[config.mk]
export PLATFORM = sky130hd
export DESIGN_NAME = pipelined_control_unit
export DESIGN_NICKNAME = d
export VERILOG_FILES = /design/src/rtl/ctrl_pkg.sv /design/src/rtl/control_decoder.sv /design/src/rtl/pipelined_control_unit.sv
export SDC_FILE = /design/constraint.sdc
export NUM_CORES = 1
export LEC_CHECK = 0
export BUFFER_PORTS_ARGS = -buffer_cell sky130_fd_sc_hd__buf_4
export CAP_MARGIN = 20
export CORE_MARGIN = 5
export CORE_UTILIZATION = 54
export CTS_BUF_LIST = sky130_fd_sc_hd__clkbuf_8
export CTS_CLUSTER_SIZE = 10
export DETAILED_ROUTE_END_ITERATION = 8
export PLACE_DENSITY = 0.88
export SETUP_SLACK_MARGIN = 0.1
export SLEW_MARGIN = 20
export SYNTH_ARGS = -nofsm -noshare
export SYNTH_HDL_FRONTEND = slang
export SYNTH_HIERARCHICAL = 1
export SYNTH_SLANG_ARGS = --single-unit
export TNS_END_PERCENT = 30
[constraint.sdc]
create_clock -name clk -period 2.8 [get_ports clk]
set_input_delay 0.42 -clock clk [delete_from_list [all_inputs] [get_ports clk]]
set_output_delay 0.42 -clock clk [all_outputs]
set_load 0.05 [all_outputs]
[src/rtl/ctrl_pkg.sv]
// Shared definitions for the pipelined control path: opcodes, ALU codes and the control bundle.
package ctrl_pkg;

  localparam int unsigned OPCODE_W = 6;
  localparam int unsigned ALUOP_W  = 3;

  localparam logic [OPCODE_W-1:0] OP_RTYPE = 6'b000000;
  localparam logic [OPCODE_W-1:0] OP_LW    = 6'b100011;
  localparam logic [OPCODE_W-1:0] OP_SW    = 6'b101011;
  localparam logic [OPCODE_W-1:0] OP_BEQ   = 6'b000100;
  localparam logic [OPCODE_W-1:0] OP_ADDI  = 6'b001000;

  localparam logic [ALUOP_W-1:0] ALU_ADD   = 3'b000;
  localparam logic [ALUOP_W-1:0] ALU_SUB   = 3'b001;
  localparam logic [ALUOP_W-1:0] ALU_RTYPE = 3'b010;
  localparam logic [ALUOP_W-1:0] ALU_ADDI  = 3'b011;

  typedef struct packed {
    logic               reg_dst;
    logic               alu_src;
    logic [ALUOP_W-1:0] alu_op;
    logic               branch;
    logic               mem_read;
    logic               mem_write;
    logic               mem_to_reg;
    logic               reg_write;
  } ctrl_bundle_t;

  localparam int unsigned CTRL_BUNDLE_W = $bits(ctrl_bundle_t);
  localparam ctrl_bundle_t CTRL_BUBBLE = '0;

  typedef struct packed {
    logic mem_read;
    logic mem_write;
    logic mem_to_reg;
    logic reg_write;
  } ex_mem_ctrl_t;

  typedef struct packed {
    logic mem_to_reg;
    logic reg_write;
  } mem_wb_ctrl_t;

  function automatic logic is_legal_op(input logic [OPCODE_W-1:0] op);
    return (op == OP_RTYPE) || (op == OP_LW) || (op == OP_SW) ||
           (op == OP_BEQ) || (op == OP_ADDI);
  endfunction

endpackage

[src/rtl/control_decoder.sv]
// Combinational opcode -> control bundle table. CTRL_ILLEGAL_TRAP_EN adds an illegal-opcode output.
module control_decoder
  import ctrl_pkg::*;
(
  input  logic [OPCODE_W-1:0] op_code_i,
  input  logic                id_valid_i,
  output ctrl_bundle_t        bundle_o
`ifdef CTRL_ILLEGAL_TRAP_EN
  ,
  output logic                illegal_o
`endif
);

  always_comb begin
    bundle_o = CTRL_BUBBLE;
    if (id_valid_i) begin
      unique case (op_code_i)
        OP_RTYPE: begin
          bundle_o.reg_dst   = 1'b1;
          bundle_o.reg_write = 1'b1;
          bundle_o.alu_op    = ALU_RTYPE;
        end
        OP_LW: begin
          bundle_o.alu_src    = 1'b1;
          bundle_o.mem_to_reg = 1'b1;
          bundle_o.reg_write  = 1'b1;
          bundle_o.mem_read   = 1'b1;
          bundle_o.alu_op     = ALU_ADD;
        end
        OP_SW: begin
          bundle_o.alu_src   = 1'b1;
          bundle_o.mem_write = 1'b1;
          bundle_o.alu_op    = ALU_ADD;
        end
        OP_BEQ: begin
          bundle_o.branch = 1'b1;
          bundle_o.alu_op = ALU_SUB;
        end
        OP_ADDI: begin
          bundle_o.alu_src   = 1'b1;
          bundle_o.reg_write = 1'b1;
          bundle_o.alu_op    = ALU_ADDI;
        end
        default: bundle_o = CTRL_BUBBLE;
      endcase
    end
  end

`ifdef CTRL_ILLEGAL_TRAP_EN
  assign illegal_o = id_valid_i && !is_legal_op(op_code_i);
`endif

endmodule

[src/rtl/pipelined_control_unit.sv]
// Pipelined control: decode in ID, carry bundle through ID/EX, EX/MEM, MEM/WB with stall/freeze/flush.
// Optional sticky illegal-opcode flag under CTRL_ILLEGAL_TRAP_EN.
module pipelined_control_unit
  import ctrl_pkg::*;
#(
  parameter int unsigned OPCODE_WIDTH   = 6,
  parameter int unsigned ALUOP_WIDTH    = 3,
  parameter int unsigned REG_ADDR_WIDTH = 5
) (
  input  logic                      clk,
  input  logic                      resetN,
  input  logic [OPCODE_WIDTH-1:0]   opCode,
  input  logic                      idValid,
  input  logic [REG_ADDR_WIDTH-1:0] idRs,
  input  logic [REG_ADDR_WIDTH-1:0] idRt,
  input  logic [REG_ADDR_WIDTH-1:0] exRt,
  input  logic                      memBusy,
  input  logic                      branchTaken,
  output logic                      pcWrite,
  output logic                      ifIdWrite,
  output logic                      ifIdFlush,
  output logic                      exRegDst,
  output logic                      exAluSrc,
  output logic [ALUOP_WIDTH-1:0]    exAluOp,
  output logic                      exBranch,
  output logic                      memMemRead,
  output logic                      memMemWrite,
  output logic                      wbMemToReg,
  output logic                      wbRegWrite
`ifdef CTRL_ILLEGAL_TRAP_EN
  ,
  output logic                      illegalOp
`endif
);

  ctrl_bundle_t id_bundle;
  ctrl_bundle_t id_ex_d, id_ex_q;
  ex_mem_ctrl_t ex_mem_d, ex_mem_q;
  mem_wb_ctrl_t mem_wb_d, mem_wb_q;
  logic         id_reads_rt;
  logic         load_use;

  control_decoder u_control_decoder (
    .op_code_i  (opCode),
    .id_valid_i (idValid),
    .bundle_o   (id_bundle)
`ifdef CTRL_ILLEGAL_TRAP_EN
    ,
    .illegal_o  (id_illegal)
`endif
  );

  // Only these formats actually read rt in ID; lw/addi write it instead.
  assign id_reads_rt = (opCode == OP_RTYPE) || (opCode == OP_BEQ) || (opCode == OP_SW);

  assign load_use = id_ex_q.mem_read && (exRt != '0) && idValid &&
                    ((exRt == idRs) || ((exRt == idRt) && id_reads_rt));

  always_comb begin
    id_ex_d   = id_ex_q;
    ex_mem_d  = ex_mem_q;
    mem_wb_d  = mem_wb_q;
    pcWrite   = 1'b1;
    ifIdWrite = 1'b1;
    ifIdFlush = 1'b0;

    if (memBusy) begin
      pcWrite   = 1'b0;
      ifIdWrite = 1'b0;
    end else begin
      ex_mem_d = '{mem_read:   id_ex_q.mem_read,
                   mem_write:  id_ex_q.mem_write,
                   mem_to_reg: id_ex_q.mem_to_reg,
                   reg_write:  id_ex_q.reg_write};
      mem_wb_d = '{mem_to_reg: ex_mem_q.mem_to_reg,
                   reg_write:  ex_mem_q.reg_write};
      if (branchTaken) begin
        id_ex_d   = CTRL_BUBBLE;
        ifIdFlush = 1'b1;
      end else if (load_use) begin
        id_ex_d   = CTRL_BUBBLE;
        pcWrite   = 1'b0;
        ifIdWrite = 1'b0;
      end else begin
        id_ex_d = id_bundle;
      end
    end

    // Front end stays enabled while reset is held, whatever the other inputs say.
    if (!resetN) begin
      pcWrite   = 1'b1;
      ifIdWrite = 1'b1;
      ifIdFlush = 1'b0;
    end
  end

  always_ff @(posedge clk or negedge resetN) begin
    if (!resetN) begin
      id_ex_q  <= CTRL_BUBBLE;
      ex_mem_q <= '0;
      mem_wb_q <= '0;
    end else begin
      id_ex_q  <= id_ex_d;
      ex_mem_q <= ex_mem_d;
      mem_wb_q <= mem_wb_d;
    end
  end

`ifdef CTRL_ILLEGAL_TRAP_EN
  logic illegal_d, illegal_q;

  assign illegal_d = illegal_q || (id_illegal && !memBusy && !branchTaken);

  always_ff @(posedge clk or negedge resetN) begin
    if (!resetN) begin
      illegal_q <= 1'b0;
    end else begin
      illegal_q <= illegal_d;
    end
  end

  assign illegalOp = illegal_q;
`endif

  assign exRegDst    = id_ex_q.reg_dst;
  assign exAluSrc    = id_ex_q.alu_src;
  assign exAluOp     = id_ex_q.alu_op;
  assign exBranch    = id_ex_q.branch;
  assign memMemRead  = ex_mem_q.mem_read;
  assign memMemWrite = ex_mem_q.mem_write;
  assign wbMemToReg  = mem_wb_q.mem_to_reg;
  assign wbRegWrite  = mem_wb_q.reg_write;

endmodule

==> impl_metrics.tcl <==
set metrics [dict create \
    grt_pass1_vias 887 \
    clock-root-buffer "clkbuf_8" \
    ctsHoldBuffers 0 \
    rows 15 \
    grt_pass1_wl_um 3880 \
    finalInstanceArea_um2 1330 \
    coreArea_um2 1750 \
    critical_path.max_fanout 3 \
    ios 39 \
    syn_avg_cell_area_um2 9.68 \
    slowest_stage "or4_1" \
    syn_nets 130 \
    clk_pin_slew_worst_paths_ns 0.06 \
    tightest_slew_ns 0.633 \
    cts-buffers-inserted 3 \
    dp_cells 158 \
    tns_ns 0 \
    max_freq_mhz 433 \
    cp_common_cell "buf_4" \
    fin_crit_sh_pct 82.5 \
    drive_gt1_share_pct 41.6 \
    synth-seq-cells 16 \
    cp.required_ns 2.38 \
    grt_max_degree 21 \
    synth-adder-area-share_pct 0 \
    nNetsFinal 164 \
    grt_antenna_before_repair 0 \
    cts_setup_buffers 0 \
    layout_common_cells "buf_4 (38), dfrtp_1 (16), inv_1 (12), nand2_1 (12), o41ai_1 (10)" \
    vdd_drop_max_v 0.000334 \
    synth_mux_area_share_pct 6.71 \
    grt_usage_pct 19.0 \
    wl_um 2500 \
    cts.path.max_buffers 2 \
    path_cells "buf_4 > or4_1 > o211ai_2 > nor2_1 > o221ai_2 > buf_4" \
    n_fill_cell 131 \
    ys_seq_area_share_pct 39.8 \
    clkLatencyLatePin_ns 0.25 \
    dpl_cell_area_um2 1270 \
    synth_area_um2 1010 \
    min_period_ns 2.31 \
    die_w_um 53.2 \
    fin_skew_ns 0.00171 \
    yosys-top-cells-area "dfrtp_1 (40%), o41ai_1 (8.7%), xnor2_1 (7.8%), mux2_2 (6.7%), buf_4 (4.5%)" \
    max_stage_delay_ns 0.56 \
    synth_cell_type_count 31 \
    power_density_nw_per_um2 404 \
    antenna_left 0 \
    cts_resized 0 \
    initial_utilization_pct 57.7 \
    yosys.area_share.simple_pct 20.5 \
    max-cap-violations 0 \
    place.gp.congestion 0.790 \
    synth_top_area_cell "dfrtp_1" \
    setup_viol 0 \
    cts.sinks 16 \
    floorplan.die_area_um2 2830 \
    power_mw 0.537 \
    slew_viol_final 0 \
    crit_arrival_ns 1.89 \
    drt_first_pass_iters 4 \
    yosysTopAreaCellShare_pct 39.8 \
    status "finished, final reports clean" \
    cts_tree "done" \
    relSlewSlack_pct 57.6 \
    syn_to_final_growth_pct 31.9 \
    hold_violations 0 \
    final_common_cell "buf_4" \
    drc_errors 0 \
    hpwl_um 1890 \
    port_buffers 38 \
    synth_top_family_by_area "simple AND/OR/NAND/NOR gates" \
    fin_cells 162 \
    synth_compound_area_share_pct 13.9 \
    criticalPathCategory "in2out" \
    end_kind "output pin" \
    leakage_nw 0.619 \
    n_antenna_cell 0 \
    dr_total_vias 885 \
    rsz0062_at_grt "no" \
    drt_iter0_drc 28 \
    cts_max_level 1 \
    overflow 0 \
    die_height_um 53.2 \
    critPathLaunchType "input pin" \
    synthCells 104 \
    wl_per_cell_um 15.4 \
    synth_xor_area_share_pct 8.70 \
    yosysWarnings 6 \
    avgViaCountPerCell 5.46 \
    hold_class "in2async" \
]
-- kinds of logic after synthesis --
group,Yosys count
XOR/XNOR,10
AND/OR/NAND/NOR,33
AO/OA/AOI/OAI,17
other,1
buffers and inverters,21
flip-flops,16
multiplexers,6
-- power breakdown --
group,switching [mW],internal (mW),leakage (nW)
clock network,0.0751,0.125,0.0288
registers,0.00134,0.234,0.222
logic,0.0556,0.0463,0.368
-- worst max-delay path, delay by kind of cell --
| kind | cells | cell delay (ns) |
|---|---|---|
| compound gates | 2 | 0.46 |
| buf+inv | 2 | 0.36 |
| simple gates | 2 | 0.65 |
-- registers in the layout, indices dropped and copies added, names as in the netlist --
signal,count
exAluSrc,1
memMemRead,1
exBranch,1
exRegDst,1
memMemWrite,1
ex_mem_q,2
wbRegWrite,1
id_ex_q,4
wbMemToReg,1
exAluOp,3
-- path summary, 6_finish.rpt --
| kind | start | end | slack (ns) | depth (start not counted) |
|---|---|---|---|---|
| worst max-delay path | exRt[3] | ifIdWrite | 0.49 | 6 |
| worst min-delay path | resetN | id_ex_q[1] | 0.03 | 1 |
| worst max register to register | id_ex_q[3] | exBranch | 1.31 | 3 |
| worst min register to register | exAluOp[0] | exAluOp[0] | 0.49 | 2 |
| max in group asynchronous | resetN | exAluOp[1] | 2.59 | 1 |
| min in group clk | exAluOp[0] | exAluOp[0] | 0.49 | 2 |
-- area by class of cell --
| cell class | count | area (µm²) | area share [%] |
|---|---|---|---|
| inverter | 12 | 45.0 | 3.39 |
| timing repair buffer | 38 | 285 | 21.5 |
| clock buffer | 4 | 55.1 | 4.14 |
| tap | 25 | 31.3 | 2.35 |
| sequential | 16 | 400 | 30.1 |
| multi-input combinational | 67 | 512 | 38.5 |
-- synth_stat cells --
library cell / n
or2_2: 1
and4b_1: 1
nor4_4: 1
nand2_1: 12
nand4_2: 1
dfrtp_1: 16
xnor2_1: 9
nand3b_1: 1
clkbuf_1: 2
o41ai_1: 10
o221ai_1: 1
o211ai_2: 1
o21bai_1: 1
buf_1: 1
or4_1: 1
nor2_1: 5
nor4_1: 1
nor3_2: 2
o21ai_1: 2
and3b_1: 1
nor3_1: 1
inv_1: 12
buf_4: 6
xor2_1: 1
nand2b_1: 2
a21oi_1: 1
nor3b_2: 1
mux2_2: 6
conb_1: 1
nand4_1: 2
a21oi_2: 1
-- per-stage QoR --
step | utilization, % | worst slack (ns) | hold WS (ns)
global route | 76.1 | 0.409 | 0.0353
detailed placement | 73.0 | 0.508 | 0.298
floorplan | - | 0.260 | 0.124
finish | 76.1 | 0.491 | 0.0260
CTS | 76.1 | 0.490 | 0.0282
global placement | 73.0 | 0.544 | 0.290
-- routing by layer --
| metal | track usage, % | up-vias | share of wire [%] |
|---|---|---|---|
| li1 | - | 424 | - |
| met1 | 21.9 | 408 | 40 |
| met2 | 33.9 | 48 | 48 |
| met3 | 4.51 | 5 | 11 |
| met4 | 6.38 | 0 | 1.5 |
| met5 | 0 | - | 0 |
Power figures use the tool's default switching activity.
